===== config.mk =====
export PLATFORM = sky130hd
export DESIGN_NAME = multicycle_control
export DESIGN_NICKNAME = d
export VERILOG_FILES = /design/src/rtl/multicycle_pkg.sv /design/src/rtl/mc_ctrl_decode.sv /design/src/rtl/multicycle_control.sv
export SDC_FILE = /design/constraint.sdc
export NUM_CORES = 1
export LEC_CHECK = 0
export CAP_MARGIN = 30
export CORE_ASPECT_RATIO = 0.8
export CORE_MARGIN = 4
export CORE_UTILIZATION = 40
export DETAILED_ROUTE_END_ITERATION = 8
export GPL_TIMING_DRIVEN = 0
export HOLD_SLACK_MARGIN = 0.02
export PLACE_DENSITY = 0.81
export SLEW_MARGIN = 30
export SYNTH_ARGS = -nofsm -noshare
export SYNTH_HDL_FRONTEND = slang
export SYNTH_SLANG_ARGS = --single-unit

===== constraint.sdc =====
create_clock -name clk -period 1.8 [get_ports clk]
set_input_delay 0.36 -clock clk [delete_from_list [all_inputs] [get_ports clk]]
set_output_delay 0.36 -clock clk [all_outputs]
set_load 0.005 [all_outputs]

===== src/rtl/multicycle_pkg.sv =====
// Shared encodings for the multicycle controller: FSM states, opcodes and
// the mux/ALU select codes that make up the control word.
package multicycle_pkg;

  typedef enum logic [3:0] {
    S_FETCH   = 4'd0,
    S_DECODE  = 4'd1,
    S_MEMADR  = 4'd2,
    S_MEMRD   = 4'd3,
    S_MEMWB   = 4'd4,
    S_MEMWR   = 4'd5,
    S_RTYPEEX = 4'd6,
    S_ALUWB   = 4'd7,
    S_BEQEX   = 4'd8,
    S_ADDIEX  = 4'd9,
    S_IMMWB   = 4'd10,
    S_JUMP    = 4'd11,
    S_ORIEX   = 4'd12
  } state_t;

  localparam logic [5:0] OP_RTYPE = 6'b000000;
  localparam logic [5:0] OP_LW    = 6'b100011;
  localparam logic [5:0] OP_SW    = 6'b101011;
  localparam logic [5:0] OP_BEQ   = 6'b000100;
  localparam logic [5:0] OP_ADDI  = 6'b001000;
  localparam logic [5:0] OP_ORI   = 6'b001101;
  localparam logic [5:0] OP_J     = 6'b000010;

  localparam logic [1:0] ALU_ADD   = 2'b00;
  localparam logic [1:0] ALU_SUB   = 2'b01;
  localparam logic [1:0] ALU_FUNCT = 2'b10;
  localparam logic [1:0] ALU_OR    = 2'b11;

  localparam logic [1:0] SRCB_REGB    = 2'b00;
  localparam logic [1:0] SRCB_FOUR    = 2'b01;
  localparam logic [1:0] SRCB_IMM     = 2'b10;
  localparam logic [1:0] SRCB_IMM_SH2 = 2'b11;

  localparam logic [1:0] PC_ALU    = 2'b00;
  localparam logic [1:0] PC_ALUOUT = 2'b01;
  localparam logic [1:0] PC_JUMP   = 2'b10;

  function automatic logic is_legal(input logic [5:0] op);
    return (op == OP_RTYPE) || (op == OP_LW) || (op == OP_SW) || (op == OP_BEQ) ||
           (op == OP_ADDI) || (op == OP_ORI) || (op == OP_J);
  endfunction

endpackage


===== src/rtl/mc_ctrl_decode.sv =====
// Moore output decode: registered state (plus zero for the branch) to the
// raw control word, before fetch-hold and reset gating.
module mc_ctrl_decode
  import multicycle_pkg::*;
(
  input  logic [3:0] state,
  input  logic       zero,
  output logic       iord,
  output logic       mem_read,
  output logic       mem_write,
  output logic       ir_write,
  output logic       reg_dst,
  output logic       mem_to_reg,
  output logic       reg_write,
  output logic       alu_src_a,
  output logic       pc_en,
  output logic       ext_zero,
  output logic [1:0] alu_src_b,
  output logic [1:0] alu_op,
  output logic [1:0] pc_src
);

  always_comb begin
    iord       = 1'b0;
    mem_read   = 1'b0;
    mem_write  = 1'b0;
    ir_write   = 1'b0;
    reg_dst    = 1'b0;
    mem_to_reg = 1'b0;
    reg_write  = 1'b0;
    alu_src_a  = 1'b0;
    pc_en      = 1'b0;
    ext_zero   = 1'b0;
    alu_src_b  = SRCB_REGB;
    alu_op     = ALU_ADD;
    pc_src     = PC_ALU;
    case (state)
      S_FETCH: begin
        mem_read  = 1'b1;
        ir_write  = 1'b1;
        alu_src_b = SRCB_FOUR;
        pc_en     = 1'b1;
      end
      // Branch target is precomputed here while the opcode is decoded
      S_DECODE:  alu_src_b = SRCB_IMM_SH2;
      S_MEMADR: begin
        alu_src_a = 1'b1;
        alu_src_b = SRCB_IMM;
      end
      S_MEMRD: begin
        iord     = 1'b1;
        mem_read = 1'b1;
      end
      S_MEMWB: begin
        reg_write  = 1'b1;
        mem_to_reg = 1'b1;
      end
      S_MEMWR: begin
        iord      = 1'b1;
        mem_write = 1'b1;
      end
      S_RTYPEEX: begin
        alu_src_a = 1'b1;
        alu_op    = ALU_FUNCT;
      end
      S_ALUWB: begin
        reg_write = 1'b1;
        reg_dst   = 1'b1;
      end
      S_BEQEX: begin
        alu_src_a = 1'b1;
        alu_op    = ALU_SUB;
        pc_src    = PC_ALUOUT;
        pc_en     = zero;
      end
      S_ADDIEX: begin
        alu_src_a = 1'b1;
        alu_src_b = SRCB_IMM;
      end
      S_ORIEX: begin
        alu_src_a = 1'b1;
        alu_src_b = SRCB_IMM;
        alu_op    = ALU_OR;
        ext_zero  = 1'b1;
      end
      S_IMMWB:   reg_write = 1'b1;
      S_JUMP: begin
        pc_src = PC_JUMP;
        pc_en  = 1'b1;
      end
      default: ;
    endcase
  end

endmodule


===== src/rtl/multicycle_control.sv =====
// Multicycle MIPS-subset control FSM: state register and sequencing here,
// control word decode in mc_ctrl_decode, strobes gated by fetch-hold and reset.
module multicycle_control
  import multicycle_pkg::*;
#(
  parameter bit MEM_WAIT_EN = 1'b1
) (
  input  logic       clk,
  input  logic       rst_n,
  input  logic [5:0] opcode,
  input  logic       zero,
  input  logic       mem_ready,
  output logic       iord,
  output logic       mem_read,
  output logic       mem_write,
  output logic       ir_write,
  output logic       reg_dst,
  output logic       mem_to_reg,
  output logic       reg_write,
  output logic       alu_src_a,
  output logic       pc_en,
  output logic       ext_zero,
  output logic [1:0] alu_src_b,
  output logic [1:0] alu_op,
  output logic [1:0] pc_src,
  output logic       illegal,
  output logic [3:0] state
);

  logic [3:0] r_state;
  logic [3:0] w_next;
  logic       w_ready;
  logic       w_fetch_hold;

  logic       w_iord, w_mem_read, w_mem_write, w_ir_write, w_reg_dst;
  logic       w_mem_to_reg, w_reg_write, w_alu_src_a, w_pc_en, w_ext_zero;
  logic [1:0] w_alu_src_b, w_alu_op, w_pc_src;

  assign w_ready      = mem_ready | ~MEM_WAIT_EN;
  assign w_fetch_hold = (r_state == S_FETCH) && !w_ready;

  always_ff @(posedge clk) begin
    if (!rst_n) r_state <= S_FETCH;
    else        r_state <= w_next;
  end

  always_comb begin
    w_next = S_FETCH;
    case (r_state)
      S_FETCH:  w_next = w_ready ? S_DECODE : S_FETCH;
      S_DECODE: begin
        case (opcode)
          OP_RTYPE:     w_next = S_RTYPEEX;
          OP_LW, OP_SW: w_next = S_MEMADR;
          OP_BEQ:       w_next = S_BEQEX;
          OP_ADDI:      w_next = S_ADDIEX;
          OP_ORI:       w_next = S_ORIEX;
          OP_J:         w_next = S_JUMP;
          default:      w_next = S_FETCH;
        endcase
      end
      S_MEMADR:  w_next = (opcode == OP_LW) ? S_MEMRD : S_MEMWR;
      S_MEMRD:   w_next = w_ready ? S_MEMWB : S_MEMRD;
      S_MEMWR:   w_next = w_ready ? S_FETCH : S_MEMWR;
      S_RTYPEEX: w_next = S_ALUWB;
      S_ADDIEX:  w_next = S_IMMWB;
      S_ORIEX:   w_next = S_IMMWB;
      default:   w_next = S_FETCH;
    endcase
  end

  mc_ctrl_decode u_dec (
    .state      (r_state),
    .zero       (zero),
    .iord       (w_iord),
    .mem_read   (w_mem_read),
    .mem_write  (w_mem_write),
    .ir_write   (w_ir_write),
    .reg_dst    (w_reg_dst),
    .mem_to_reg (w_mem_to_reg),
    .reg_write  (w_reg_write),
    .alu_src_a  (w_alu_src_a),
    .pc_en      (w_pc_en),
    .ext_zero   (w_ext_zero),
    .alu_src_b  (w_alu_src_b),
    .alu_op     (w_alu_op),
    .pc_src     (w_pc_src)
  );

  // Strobes are killed during reset so an aborted access never commits
  always_comb begin
    iord       = w_iord;
    reg_dst    = w_reg_dst;
    mem_to_reg = w_mem_to_reg;
    alu_src_a  = w_alu_src_a;
    ext_zero   = w_ext_zero;
    alu_src_b  = w_alu_src_b;
    alu_op     = w_alu_op;
    pc_src     = w_pc_src;
    mem_read   = w_mem_read  & rst_n;
    mem_write  = w_mem_write & rst_n;
    reg_write  = w_reg_write & rst_n;
    ir_write   = w_ir_write  & rst_n & ~w_fetch_hold;
    pc_en      = w_pc_en     & rst_n & ~w_fetch_hold;
    illegal    = rst_n & (r_state == S_DECODE) & ~is_legal(opcode);
    state      = r_state;
  end

endmodule


### After elaboration in Yosys (flattened, before gate mapping)

Cells that the tools add are included.

| cells by class | value |
|---|---|
| bitwise gates (word level) | 11 |
| muxes and demuxes | 19 |
| equality and inequality tests | 18 |
| reduce and logical (&&, ||, !) cells | 18 |

Operator list:

| cell | number |
|---|---|
| 4-bit one-hot mux with 7 select lines | 1 |
| 4-bit one-hot mux with 6 select lines | 1 |
| 4-bit equality test (second input constant) | 5 |
| 4-bit by 3-bit equality test with 1-bit output (second input constant) | 4 |
| 6-bit by 4-bit equality test with 1-bit output (second input constant) | 2 |
| 6-bit equality test (second input constant) | 2 |
| 2-bit one-hot mux with 3 select lines | 2 |
| 1-bit 2-to-1 mux | 10 |
| 2-bit OR reduction | 5 |
| 1-bit AND | 9 |
| 3-bit 2-to-1 mux | 3 |
| 4-bit by 2-bit equality test with 1-bit output (second input constant) | 2 |
| 6-bit by 2-bit equality test with 1-bit output (second input constant) | 1 |
| 6-bit by 3-bit equality test with 1-bit output (second input constant) | 1 |
| 6-bit logical NOT | 1 |
| 1-bit logical OR | 6 |
| 3-bit OR reduction | 2 |
| 5-bit OR reduction | 1 |
| 4-bit by 1-bit equality test with 1-bit output (second input constant) | 1 |
| 4-bit logical NOT | 1 |
| 2-bit one-hot mux with 2 select lines | 1 |
| 1-bit inverter | 2 |
| 1-bit one-hot mux with 2 select lines | 1 |
| 1-bit logical AND | 1 |
| 1-bit logical NOT | 1 |

| storage, ports and cells | value |
|---|---|
| word-level logic and storage cells | 67 |
| input bits | 10 |
| output and inout bits | 21 |
| register bits | 4 |

### Logic depth before layout (Yosys ltp)

| depth | value |
|---|---|
| depth in word-level cells | 9 |
| mapped depth | 5 |
| gate-level depth less buffers | 4 |

### By module

Synthesis repeated with hierarchy kept, for this count alone.

| unflattened totals | value |
|---|---|
| cells, all modules | 103 |
| area, all modules | 686.9 um2 |

By module, submodules not included:

| module | cells each | seq. area each (um2) | times used | area each (um2) |
|---|---|---|---|---|
| multicycle_control | 67 | 80.1 | 1 | 483.0 |
| mc_ctrl_decode | 36 | 0.0 | 1 | 203.9 |

### Worst setup path after synthesis

OpenSTA, ideal clock, no wires.

| timing | value |
|---|---|
| path type | input to output |
| from | input port opcode[2] |
| to | output port illegal |
| buffers on the path | 1 |
| stages | 5 |
| required time | 1440 ps |
| data arrival time | 1295 ps |
| slack | 145 ps |
| cell sequence | clkbuf_1 xnor2_1 nor3_1 o31a_1 a211oi_1 |

| between the ends | value |
|---|---|
| cells in the longest elaborated chain, start to end | 9 |
| elaborated cells on any way between the ends | 15 |
| those cells by class | eq/ne: 6; bitwise: 2; reduce/logical: 7 |

Ends and longest elaborated chain:

| what | line | RTL |
|---|---|---|
| start: declaration | multicycle_control.sv:10 | `input logic [5:0] opcode,` |
| 6-bit equality test or 6-bit logical NOT (tied branches) | multicycle_pkg.sv:44 | `return (op == OP_RTYPE) \|\| (op == OP_LW) \|\| (op == OP_SW) \|\| (op == OP_BEQ) \|\|` |
| 1-bit logical OR (4 in a row) | multicycle_pkg.sv:44 |  |
| 1-bit logical OR | multicycle_pkg.sv:45 | `(op == OP_ADDI) \|\| (op == OP_ORI) \|\| (op == OP_J);` |
| 1-bit logical OR * | multicycle_pkg.sv:45 |  |
| 1-bit inverter * | multicycle_control.sv:105 | `illegal = rst_n & (r_state == S_DECODE) & ~is_legal(opcode);` |
| 1-bit AND * | multicycle_control.sv:105 |  |
| end: declaration | multicycle_control.sv:26 | `output logic illegal,` |

Mark *: on every way between the ends. The rest lies on a longest branch, timed or not.

### Final worst setup path

| timing | value |
|---|---|
| from | register r_state[1], in the netlist state[1] |
| to | output port alu_src_b[1] |

| between the ends | value |
|---|---|
| cells in the longest elaborated chain, start to end | 3 |
| elaborated cells on any way between the ends | 7 |
| those cells by class | eq/ne: 4; mux: 1; reduce/logical: 2 |

Ends and longest elaborated chain:

| what | line | RTL |
|---|---|---|
| start: declaration | multicycle_control.sv:30 | `logic [3:0] r_state;` |
| start signal: assignment | multicycle_control.sv:44 | `else r_state <= w_next;` |
| 4-bit by 2-bit equality test with 1-bit output or 4-bit equality test (tied branches) | mc_ctrl_decode.sv:37 | `case (state)` |
| 3-bit OR reduction (no source line) | n/a |  |
| 2-bit one-hot mux with 3 select lines * | mc_ctrl_decode.sv:37 |  |
| end: declaration | multicycle_control.sv:23 | `output logic [1:0] alu_src_b,` |

Marked as above.

==> results <==
-- power breakdown --
group | internal, uW | leakage (uW) | switching (uW)
combinational | 275 | 0.000455 | 252
sequential | 108 | 0.0000350 | 27.3
clock | 74.8 | 0.0000138 | 39.7
total | 458 | 0.000504 | 319
-- synthesized netlist by cell type, drive strengths merged (2+ instances only) --
library cell	count	area, um^2
nand3	5	30.0
o21a	2	15.0
o21bai	3	22.5
nor4b	2	17.5
buf	7	40.0
dfxtp	4	80.1
nand2	7	26.3
nor2	12	52.6
and4b	2	20.0
o31a	2	17.5
a21oi	5	28.8
a211oi	2	15.0
nand2b	6	37.5
xnor2	4	35.0
clkbuf	2	7.51
nor2b	3	18.8
nor3	6	30.0
or4	2	18.8
and2	2	12.5
-- per-stage QoR --
| stage | hold WS [ns] | setup WS, ns | utilization (%) | std cells | power [uW] |
|---|---|---|---|---|---|
| finish | 0.486 | 0.00799 | 70.7 | 152 | 777 |
| global route | 0.532 | -0.0425 | 70.7 | 152 | 824 |
| CTS | 0.489 | -0.0118 | 70.1 | 152 | 760 |
| detailed placement | 0.729 | -0.768 | 65.2 | 144 | 618 |
| global placement | 0.681 | -0.753 | 65.2 | 144 | 606 |
| floorplan | 0.533 | 0.145 | - | 96 | 412 |
-- layout by cell type (no fill, tap or decap), drive strengths merged, types with 2 or more instances in the layout --
cell	netlist	final
a211oi	2	2
a21oi	5	5
and2	2	2
and4b	2	2
buf	7	15
clkbuf	2	6
clkdlybuf4s50	0	6
dfxtp	4	4
dlygate4sd2	0	16
nand2	7	7
nand2b	6	6
nand3	5	5
nor2	12	12
nor2b	3	3
nor3	6	6
nor4b	2	2
o21a	2	2
o21bai	3	3
o31a	2	2
or4	2	2
xnor2	4	4
-- critical path, stage by stage, from the launching register on --
cell	delay (ns)
dfxtp_2	0.35
buf_6	0.15
buf_4	0.19
nor2_2	0.06
a21oi_1	0.12
o21ai_1	0.06
dlygate4sd2_1	0.26
-- timing repair --
item,4_1_cts,5_1_grt
setup endpoints to repair,17,5
pin swaps,3,3
gates resized for setup,48,7
gates cloned,2,0
buffers inserted,3,0
-- path summary, 6_finish.rpt --
path | start | end | slack (ns) | cells after the start
hold / removal | opcode[1] | state[2]$_SDFF_PN0_ | 0.49 | 3
setup / recovery | state[1]$_SDFF_PN0_ | alu_src_b[1] | 0.008 | 6
hold reg to reg | state[3]$_SDFF_PN0_ | state[2]$_SDFF_PN0_ | 0.69 | 4
setup reg to reg | state[1]$_SDFF_PN0_ | state[0]$_SDFF_PN0_ | 0.34 | 5
-- cell families after synthesis --
group / synth area share, %
AO/OA/AOI/OAI: 26.1
XOR/XNOR: 5.21
buffers and inverters: 7.63
flip-flops: 11.9
multiplexers: 3.17
AND/OR/NAND/NOR: 46.0
-- routing by layer --
metal | track usage [%] | vias up | part of all wire (%) | routed length, um
met1 | 22.2 | 412 | 41 | 905
met5 | 0 | - | 0 | 0
met3 | 3.70 | 7 | 10 | 221
met2 | 35.5 | 49 | 46 | 1020
met4 | 8.67 | 0 | 2.2 | 49
li1 | - | 419 | - | -
-- cell type report --
type / count / area, um^2
fillers: 124 / 435
inverters: 1 / 3.75
repair buffers: 32 / 268
plain buffers: 9 / 72.6
multi-input cells: 82 / 568
flip-flops and latches: 4 / 90.1
well taps: 21 / 26.3
clock buffers: 3 / 22.5
==> impl_metrics.tcl <==
set metrics [dict create \
    synthCells 96 \
    rsz0062_at_grt "true" \
    drt-total-wl_um 2200 \
    ys_warn_count 0 \
    path_class "flip-flop to primary output" \
    final_nets 143 \
    cap_viol_max_count 0 \
    post_dp_cell_area_um2 968 \
    insertion_delay_ns 0.24 \
    post_drt_wl_per_cell_um 14.5 \
    worst_pin_slew_ns 0.367 \
    tns_ns 0 \
    vias 887 \
    ios 31 \
    synth-edff-count 0 \
    ir_drop_v 0.000437 \
    start_util_pct 45.2 \
    fmax_mhz 558 \
    ys_seq_area_share_pct 11.9 \
    syn2layout_area_growth_pct 56.4 \
    io_buffers 27 \
    grt_max_degree 11 \
    syn_nets 106 \
    setup_viol 0 \
    slew_viol_final 0 \
    die_h_um 44.7 \
    ys_async_sr_fraction_pct 0 \
    hold_class "input port to flip-flop" \
    clock_path_buffers 2 \
    grt_pass1_vias 800 \
    drt_iter0_drc 16 \
    largest_reg_flops 4 \
    crit_path_start_kind "flip-flop" \
    drtPass1Iterations 4 \
    antenna_found_initial 0 \
    drive_gt1_share_pct 28.2 \
    ys_dominant_reg_cell "dfxtp_1" \
    avgSynthCellArea_um2 7.00 \
    status "completed" \
    num_rows 12 \
    pwr_density_cell_nw_per_um2 739 \
    cp-end-kind "primary output" \
    p_leak_uw 0.000504 \
    h-tree-depth 1 \
    ys_types 42 \
    cts_tree "done" \
    finalHoldViolCount 0 \
    grt.overflow.total 0 \
    clkTransAtPathRegs_ns 0.04 \
    finClkSkew_ns 0.000913 \
    slew_headroom_pct 75.3 \
    cp.required_ns 1.44 \
    place_congestion 0.784 \
    antenna_cells 0 \
    die_x_um 53.8 \
    root_buffer "clkbuf_4" \
    vias_per_cell 5.84 \
    fp.coreArea_um2 1490 \
    dp_hpwl_um 1530 \
    cts_buffers 3 \
    grt_util_all_layers_pct 19.8 \
    hold_buffers 0 \
    crit_fanout 10 \
    drcViolationCount 0 \
    netlist_area_um2 672 \
    grt_first_pass_wirelength_um 3470 \
    synth_seq_cells 4 \
    die-area_um2 2400 \
    antenna_left 0 \
    crit_arrival_ns 1.43 \
    min_period_ns 1.79 \
    fin_crit_sh_pct 99.6 \
    fin_area_um2 1050 \
    cts.sinks 4 \
]
No activity file was read; power rests on OpenSTA's default activity.
